File: config.mk
export PLATFORM = sky130hd
export DESIGN_NAME = merge_scheduler
export DESIGN_NICKNAME = d
export VERILOG_FILES = /design/src/rtl/ipu_pkg.sv /design/src/rtl/merge_scheduler_rr_pick3.sv /design/src/rtl/merge_scheduler.sv
export SDC_FILE = /design/constraint.sdc
export NUM_CORES = 1
export LEC_CHECK = 0
export BUFFER_PORTS_ARGS = -buffer_cell sky130_fd_sc_hd__buf_2
export CORE_MARGIN = 2
export CORE_UTILIZATION = 45
export DETAILED_ROUTE_END_ITERATION = 10
export MAX_ROUTING_LAYER = met4
export PLACE_DENSITY = 0.67
export SLEW_MARGIN = 10
export SYNTH_ARGS = -nofsm -noshare
export SYNTH_HDL_FRONTEND = slang
export SYNTH_SLANG_ARGS = --single-unit
File: constraint.sdc
create_clock -name clk -period 4.1 [get_ports clk]
set_input_delay 0.41 -clock clk [delete_from_list [all_inputs] [get_ports clk]]
set_output_delay 0.41 -clock clk [all_outputs]
set_load 0.01 [all_outputs]
File: src/rtl/ipu_pkg.sv
// Shared types and constants for the merge scheduler: FSM state encoding,
// requester port indices, select token width and small port-index helpers.
// No ports; imported by merge_scheduler and rr_pick3.
package ipu_pkg;

  localparam int SEL_W = 2;

  localparam logic [1:0] PORT_IN1  = 2'd0;
  localparam logic [1:0] PORT_IN2  = 2'd1;
  localparam logic [1:0] PORT_CORE = 2'd2;

  typedef enum logic [1:0] {
    ST_IDLE  = 2'd0,
    ST_OFFER = 2'd1,
    ST_XFER  = 2'd2
  } state_t;

  // Next port in round-robin order, wrapping core back to input1.
  function automatic logic [1:0] next_port(input logic [1:0] p);
    return (p == PORT_CORE) ? PORT_IN1 : p + 2'd1;
  endfunction

  // Index of a one-hot 3-bit grant; an empty vector maps to input1.
  function automatic logic [1:0] onehot_to_port(input logic [2:0] oh);
    logic [1:0] p;
    p = PORT_IN1;
    if (oh[2]) p = PORT_CORE;
    else if (oh[1]) p = PORT_IN2;
    return p;
  endfunction

endpackage

File: src/rtl/merge_scheduler_rr_pick3.sv
// Combinational 3-way round-robin picker with core override.
// Zero latency; no backpressure (pure function of req/ptr/core_prio).
// Ports: req (3 requests), ptr (search start port), core_prio, win (one-hot).
module rr_pick3
  import ipu_pkg::*;
(
  input  logic [2:0] req,
  input  logic [1:0] ptr,
  input  logic       core_prio,
  output logic [2:0] win
);

  logic [1:0] idx;
  logic       found;

  always_comb begin
    win   = '0;
    found = 1'b0;
    idx   = ptr;
    if (core_prio && req[PORT_CORE]) begin
      win[PORT_CORE] = 1'b1;
    end else begin
      // Walk the three ports starting at ptr; first requester wins.
      for (int i = 0; i < 3; i++) begin
        if (!found && req[idx]) begin
          win[idx] = 1'b1;
          found    = 1'b1;
        end
        idx = next_port(idx);
      end
    end
  end

endmodule

File: src/rtl/merge_scheduler.sv
// Grants one of three requesters, offers its select token to the merge and
// waits for the merge to deliver (done) or for the XFER watchdog to expire.
// Latency: grant/token visible 1 cycle after a request is seen in IDLE.
// Backpressure: token held (OFFER) until sel_ready; grant held until done.
// Ports: clk, rst_n, req[2:0], core_prio -> gnt[2:0], sel_valid, sel,
//        sel_ready, done -> busy, timeout_err (sticky), gnt_cnt (3 counters).
module merge_scheduler #(
  parameter int SEL_W   = ipu_pkg::SEL_W,
  parameter int TIMEOUT = 64,
  parameter int CNT_W   = 16
) (
  input  logic               clk,
  input  logic               rst_n,
  input  logic [2:0]         req,
  input  logic               core_prio,
  output logic [2:0]         gnt,
  output logic               sel_valid,
  output logic [SEL_W-1:0]   sel,
  input  logic               sel_ready,
  input  logic               done,
  output logic               busy,
  output logic               timeout_err,
  output logic [3*CNT_W-1:0] gnt_cnt
);

  import ipu_pkg::*;

  localparam int WD_W = 16;

  state_t            state;
  logic [1:0]        ptr;
  logic [1:0]        cur;
  logic [WD_W-1:0]   wd;
  logic [CNT_W-1:0]  cnt [3];
  logic [2:0]        win;
  logic [1:0]        win_port;

  rr_pick3 u_pick (
    .req       (req),
    .ptr       (ptr),
    .core_prio (core_prio),
    .win       (win)
  );

  assign win_port = onehot_to_port(win);
  assign gnt_cnt  = {cnt[2], cnt[1], cnt[0]};

  always_ff @(posedge clk or negedge rst_n) begin
    if (!rst_n) begin
      state       <= ST_IDLE;
      ptr         <= PORT_IN1;
      cur         <= PORT_IN1;
      wd          <= '0;
      gnt         <= '0;
      sel_valid   <= 1'b0;
      sel         <= '0;
      busy        <= 1'b0;
      timeout_err <= 1'b0;
      for (int i = 0; i < 3; i++) cnt[i] <= '0;
    end else begin
      case (state)
        ST_IDLE: begin
          if (|req) begin
            state     <= ST_OFFER;
            gnt       <= win;
            cur       <= win_port;
            sel       <= SEL_W'(win_port);
            sel_valid <= 1'b1;
            busy      <= 1'b1;
          end
        end
        // Offer is never withdrawn, even if the requester drops req.
        ST_OFFER: begin
          if (sel_ready) begin
            state     <= ST_XFER;
            sel_valid <= 1'b0;
            wd        <= '0;
          end
        end
        ST_XFER: begin
          if (done) begin
            for (int i = 0; i < 3; i++) begin
              if (gnt[i]) cnt[i] <= cnt[i] + 1'b1;
            end
            ptr   <= next_port(cur);
            state <= ST_IDLE;
            gnt   <= '0;
            busy  <= 1'b0;
          end else if (wd == WD_W'(TIMEOUT - 1)) begin
            // Abort: rotate fairness as if completed, but count nothing.
            timeout_err <= 1'b1;
            ptr         <= next_port(cur);
            state       <= ST_IDLE;
            gnt         <= '0;
            busy        <= 1'b0;
          end else begin
            wd <= wd + 1'b1;
          end
        end
        default: state <= ST_IDLE;
      endcase
    end
  end

endmodule
==> flow_metrics.py, run 1 <==
metrics = {
    "run_status": {
        "status": "completed",
    },
    "timing": {
        "finalSetupTns_ns": 0,
        "timing.slew.headroom_pct": 37.04,
        "max_freq_mhz": 485.8,
        "fin_crit_sh_pct": 50.20,
        "finalHoldViolations": 0,
        "drv_slew": 0,
        "finalSetupViolCount": 0,
        "tightest_slew_ns": 0.9444,
        "whs_ns": 0.2034,
        "fin_ws_ns": 2.042,
        "rsz0062_at_grt": "no",
        "min_period_ns": 2.058,
        "fin_skew_ns": 0.006657,
    },
    "synthesis": {
        "netlist_area_um2": 3518,
        "syn-num-nets": 343,
        "synth.area.mux_share_pct": 1.778,
        "synth_cells": 331,
        "yosys.area_share.xor_xnor_pct": 12.45,
        "synth_area_leaders": "dfrtp_1, xnor2_1, nand2_1",
        "synthSimpleGateAreaFrac_pct": 22.97,
        "ys_seq_area_share_pct": 54.05,
        "yosys.area.top_type": "dfrtp_1",
        "syn_area_per_cell_um2": 10.63,
        "synth_top_area_share_pct": 54.05,
        "synth_compound_area_share_pct": 5.370,
        "synth_top_family_by_area": "simple AND/OR/NAND/NOR gates",
        "synthAdderAreaFrac_pct": 1.422,
        "ys_warn_count": 0,
        "synth_cell_types": 38,
        "synth_seq_cells": 76,
    },
    "grt": {
        "grt_pass1_wl_um": 12180,
        "use_met3_pct": 5.045,
        "grt_usage_pct": 18.25,
        "use_met1_pct": 25.04,
        "antenna_found_initial": 0,
        "grt_start_max_net_pins": 77,
        "gr-total-overflow": 0,
        "grt_pass1_vias": 2493,
        "grtUsageMet2_pct": 26.70,
        "grt.busiest_layer": "met2",
    },
    "cts": {
        "cts_setup_buffers": 0,
        "clockBufferDepth": 2,
        "cts_resized": 0,
        "clk_latency_ns": 0.35,
        "root_buffer": "clkbuf_8",
        "numClockSinks": 76,
        "holdBufCountCts": 0,
        "cts_buffers": 9,
        "htree_num_levels": 3,
        "path_clk_slew_ns": 0.08,
        "tritoncts": "done",
    },
    "floorplanning": {
        "initial_core_util_pct": 46.01,
        "core_area_um2": 7647,
        "die_x_um": 92.42,
        "rows": 32,
        "die_h_um": 92.42,
        "ios": 64,
        "die_area_um2": 8541,
    },
    "finish": {
        "fillers": 720,
        "multiInputGateArea_um2": 1548,
        "layout_common_cells": "dfrtp_1, buf_2, nand2_1, xnor2_1, nand3_1",
        "nets": 412,
        "seq_area_um2": 1902,
        "final_util_pct": 54.42,
        "final_common_cell": "dfrtp_1",
        "area_growth_pct": 18.28,
        "antenna_cells": 0,
        "drive_above_1_share_pct": 21.48,
    },
    "setup_path": {
        "cp_max_fo": 8,
        "slowest_delay_ns": 0.75,
        "end_kind": "register",
        "timing.rr.start": "state[1]",
        "worstPathArrival_ns": 2.30,
        "worstPathCellList": "nand4b_1 > nor4_1 > nand3_1 > xnor2_1",
        "required_ns": 4.34,
        "cp-start-kind": "register",
        "slowest_stage": "nor4_1",
        "crit_type": "reg -> reg",
        "r2r_cells": 4,
        "r2r_slack_ns": 2.04,
        "worstReg2RegEnd": "gnt_cnt[26]",
    },
    "placed_design": {
        "dp_hpwl_um": 4856,
        "dp_slack_ns": 2.032,
        "numPortBuffers": 63,
        "gp_congestion": 0.8913,
    },
    "detailed_routing": {
        "viasPerCell": 5.195,
        "drc": 0,
        "drtAntennaViolNets": 0,
        "drt_pass1_iterations": 4,
        "route.vias.total": 2634,
        "wl_um": 6986,
        "dr.first_iter.drc_count": 160,
        "drt-wirelength-per-cell_um": 13.78,
    },
    "worst_hold_path": {
        "hold_class": "in -> async",
    },
    "run": {
        "maxCapViolCount": 0,
    },
    "power_and_ir_drop": {
        "p_total_uw": 1881,
        "p_leak_uw": 0.002020,
        "ir_drop_mv": 0.3411,
        "power_density_nw_per_um2": 452.1,
    },
}
==> worst max-delay path by stage <==
stage                        start  slack, ns     endpoint  depth (start not counted)
after floorplan              wd[0]       2.24       ptr[0]                          6
after CTS                 state[0]       2.03  gnt_cnt[26]                          4
after global placement        done       2.13  gnt_cnt[31]                          5
after detailed placement      done       2.03  gnt_cnt[26]                          5
after global routing      state[1]       1.91  gnt_cnt[15]                          4
final                     state[1]       2.04  gnt_cnt[26]                          4
==> per-stage QoR <==
| stage | cell area (µm²) | cells |
|---|---|---|
| floorplan | 3518 | 331 |
| global placement | 3936 | 491 |
| detailed placement | 3936 | 491 |
| CTS | 4161 | 507 |
| global route | 4161 | 507 |
| finish | 4161 | 507 |
==> power by group <==
part | total, µW | leakage (µW) | switching, µW | internal (µW)
combinational | 319 | 0.000890 | 184 | 135
clock | 635 | 0.000105 | 278 | 358
sequential | 927 | 0.00103 | 100 | 826
total | 1880 | 0.00202 | 562 | 1320
==> per-layer routing <==
metal	share of wire, %	routed length [µm]	vias up
li1	-	-	1308
met1	49	3426	1244
met2	44	3096	70
met3	5.2	366	12
met4	1.4	96	0
met5	0	0	-
==> sequential cells by signal (all words and copies together), names as in the netlist <==
signal / count
gnt: 3
busy: 1
sel_valid: 1
state: 2
gnt_cnt: 48
timeout_err: 1
ptr: 2
wd: 16
cur: 2
==> cell families after synthesis <==
group           Yosys count
compound gates           29
buf+inv                  16
flops                    76
xor+xnor                 50
fa+ha+maj                 4
mux                       6
simple gates            150
==> critical path: cells and delay by family (launching register included) <==
family	cells	cell delay [ns]
simple gates	3	1.25
xor+xnor	1	0.16
flops	1	0.54
==> Yosys cell counts (all sizes together) <==
cell type  number
mux2i           4
mux2            2
or4             2
o31ai           5
nand4          17
or2             3
o21a            1
and3            6
nor3            3
clkbuf          4
nand2          40
nor2b           2
inv            11
nand4b          3
dfrtp          76
nor4            9
buf             1
o211ai          5
xnor2          40
o22ai           2
nor2           22
nand4bb         1
or3             6
nor3b           3
a211oi          1
o2111ai         1
a21o            2
nand2b          5
xor2           10
nand3          23
and4            5
o21bai          1
o21ai           5
ha              4
a21oi           6
==> area by class of cell <==
class                   instances  share of cell area (%)
repair buffers                 63                   7.637
multi-input cells             239                   37.19
inverters                      11                  0.9922
well taps                     102                   3.067
clock inverters                 6                   2.105
clock buffers                  10                   3.307
flip-flops and latches         76                   45.70
Power figures use the tool's default switching activity.
==> run 2, diff against run 1 <==
--- a/config.mk
+++ b/config.mk
@@ -5,12 +5,13 @@
 export SDC_FILE = /design/constraint.sdc
 export NUM_CORES = 1
 export LEC_CHECK = 0
+export ABC_AREA = 1
 export BUFFER_PORTS_ARGS = -buffer_cell sky130_fd_sc_hd__buf_2
 export CORE_MARGIN = 2
 export CORE_UTILIZATION = 45
 export DETAILED_ROUTE_END_ITERATION = 10
 export MAX_ROUTING_LAYER = met4
-export PLACE_DENSITY = 0.67
+export PLACE_DENSITY = 0.65
 export SLEW_MARGIN = 10
 export SYNTH_ARGS = -nofsm -noshare
 export SYNTH_HDL_FRONTEND = slang
==> constraint.sdc (replaced) <==
create_clock -name clk -period 2.07 [get_ports clk]
set_input_delay 0.207 -clock clk [delete_from_list [all_inputs] [get_ports clk]]
set_output_delay 0.207 -clock clk [all_outputs]
set_load 0.01 [all_outputs]
==> run 2 against run 1 <==
Cell area increased by 22%; utilization decreased by 1.6 points; combinational power increased to 3.9 times the previous value; maximum frequency increased by 17%; sequential cell count unchanged; total power increased by 130%; clock skew increased by 0.0073 ns; setup slack got worse by 1.7 ns; critical endpoint is now gnt_cnt[29].
==> flow_metrics.py, run 2 <==
metrics = {
    "run_status": {
        "status": "completed",
    },
    "floorplanning": {
        "die_area_um2": 10540,
        "die_x_um": 102.7,
        "rows": 36,
        "ios": 64,
        "die_h_um": 102.7,
        "initial_core_util_pct": 45.67,
        "core_area_um2": 9594,
    },
    "power_and_ir_drop": {
        "power_density_nw_per_um2": 867.4,
        "p_leak_uw": 0.002647,
        "ir_drop_mv": 0.5196,
    },
    "detailed_routing": {
        "drt_pass1_iterations": 4,
        "route.vias.total": 3838,
        "viasPerCell": 4.864,
        "wl_um": 9184,
        "drtAntennaViolNets": 0,
        "drc": 0,
        "dr.first_iter.drc_count": 179,
        "drt-wirelength-per-cell_um": 11.64,
    },
    "cts": {
        "htree_num_levels": 3,
        "clk_latency_ns": 0.35,
        "cts_resized": 0,
        "tritoncts": "done",
        "numClockSinks": 76,
        "cts_buffers": 9,
        "clockBufferDepth": 2,
        "path_clk_slew_ns": 0.09,
        "root_buffer": "clkbuf_8",
    },
    "grt": {
        "antenna_found_initial": 0,
        "grt_pass1_wl_um": 15800,
        "grt_pass1_vias": 3506,
        "grt_start_max_net_pins": 41,
        "grt_usage_pct": 19.06,
        "gr-total-overflow": 0,
    },
    "synthesis": {
        "synth-edff-count": 0,
        "synth_seq_cells": 76,
        "ys_seq_area_share_pct": 43.40,
        "synth_area_leaders": "dfrtp_1, nand2_1, nor2_1",
        "synth_ff_type": "dfrtp_1",
        "ys_warn_count": 0,
        "yosys.area.top_type": "dfrtp_1",
        "yosysMostFrequentCell": "nand2_1",
        "synth_top_area_share_pct": 43.40,
        "synthTopCellsByCount": "nand2_1, dfrtp_1, nor2_1",
        "synth_cells": 581,
        "syn-num-nets": 593,
        "syn_area_per_cell_um2": 7.542,
        "netlist_area_um2": 4382,
        "synth_cell_types": 34,
        "synth-async-reset-ratio_pct": 100.0,
    },
    "finish": {
        "drive_above_1_share_pct": 15.85,
        "fillers": 901,
        "area_growth_pct": 15.56,
        "nets": 663,
        "antenna_cells": 0,
        "largest_reg_flops": 48,
        "layout_common_cells": "nand2_1, dfrtp_1, nor2_1",
        "final_common_cell": "nand2_1",
    },
    "worst_hold_path": {
        "hold_class": "in -> reg",
        "min_path_cells": 2,
    },
    "setup_path": {
        "worstPathCellList": "inv_2 > nand2_2 > nor2_4 > inv_4 > nor2_4 > nand2_4 > nor2_4 > nand3_1 > nand2_1 > inv_1",
        "r2r_cells": 10,
        "required_ns": 2.32,
        "cp.depth": 10,
        "cp_max_fo": 13,
        "cp-start-kind": "register",
        "crit_type": "reg -> reg",
        "slowest_stage": "dfrtp_1",
        "worstPathArrival_ns": 2.01,
        "slowest_delay_ns": 0.42,
        "path_buf_inv": 3,
        "crit_top_cell": "nor2_4",
        "end_kind": "register",
        "crit_family": "simple AND/OR/NAND/NOR gates",
    },
    "timing": {
        "fin_ws_ns": 0.3147,
        "finalSetupViolCount": 0,
        "min_period_ns": 1.755,
        "timing.slew.headroom_pct": 64.60,
        "finalSetupTns_ns": 0,
        "finalHoldViolations": 0,
        "drv_slew": 0,
        "tightest_slew_ns": 0.5309,
        "max_freq_mhz": 569.7,
        "fin_skew_ns": 0.01392,
        "rsz0062_at_grt": "no",
        "fin_crit_sh_pct": 84.80,
    },
    "placed_design": {
        "gp_congestion": 0.8805,
        "dp_slack_ns": 0.2826,
        "dp_hpwl_um": 6794,
        "numPortBuffers": 63,
    },
    "run": {
        "maxCapViolCount": 0,
    },
}
==> run 2: cell count changes in the layout (fill, tap and decap cells not counted), sizes merged, moves of 5 or more <==
cell	delta
nor4	-9
nor2	+62
xnor2	-28
or3	-6
nor3	+10
and4	-5
nand2	+155
nand2b	-5
nand3	+24
xor2	+17
and3	-6
inv	+57
o21ai	+7
==> run 2: path summary, 6_finish.rpt <==
path                            startpoint           to  slack [ns]
worst max register to register    state[0]  gnt_cnt[29]        0.31
worst max-delay path              state[0]  gnt_cnt[29]        0.31
min in group asynchronous            rst_n  gnt_cnt[26]        0.37
worst min register to register        busy         busy        0.48
worst min-delay path             sel_ready     state[0]        0.07
max in group asynchronous            rst_n       wd[13]        1.12
==> run 2: logic make-up after synthesis <==
family / synth area share (%)
xor gates and xnor gates: 7.796
adders and majority gates: 1.142
buffers and inverters: 7.196
DFF: 43.40
AOI/OAI and AO/OA: 2.998
and+or+nand+nor: 37.46
==> run 2: power breakdown <==
part	internal [µW]	leakage (µW)	total, µW	switching [µW]
logic	443	0.00157	1260	820
registers	1710	0.000987	1970	261
clock network	593	0.0000918	1160	570
==> run 2: per-stage QoR <==
| step | instances | hold slack (ns) | power [µW] | cell area (µm²) | util [%] |
|---|---|---|---|---|---|
| floorplan | 581 | -0.08859 | 2831 | 4382 | - |
| global placement | 772 | 0.2194 | 3218 | 4851 | 50.56 |
| detailed placement | 772 | 0.2266 | 3262 | 4851 | 50.56 |
| CTS | 789 | 0.05304 | 4439 | 5064 | 52.78 |
| global route | 789 | 0.05687 | 4723 | 5064 | 52.78 |
| finish | 789 | 0.06589 | 4392 | 5064 | 52.78 |
==> run 2: final cells by class <==
cell class                 instances  area [µm²]  area share [%]
inverter                          68       257.7           5.090
clock buffer                      11       141.4           2.792
clock inverter                     5       61.31           1.211
tap                              133       166.4           3.286
sequential                        76        1902           37.56
multi-input combinational        428        2165           42.75
timing repair buffer              68       370.4           7.314
==> run 2: worst reg2reg max path, cell delays in order, from the launching register on <==
cell and delay [ns]:
dfrtp_1 0.42, inv_2 0.08, nand2_2 0.26, nor2_4 0.32
inv_4 0.08, nor2_4 0.14, nand2_4 0.07, nor2_4 0.11
nand3_1 0.07, nand2_1 0.08, inv_1 0.04
==> run 2: what timing repair did <==
item / 4_1_cts / 5_1_grt
hold endpoints to repair: 39 / 0
hold buffers: 1 / 0
buffers inserted: 0 / 0
==> run 2: layer usage <==
metal	up-vias	part of all wire [%]	routed length (µm)	global-route usage (%)
met4	0	1.8	161	6.462
met1	1758	48	4429	25.21
li1	1978	-	-	-
met3	15	4.1	376	2.915
met2	87	46	4217	29.96
met5	-	0	0	-
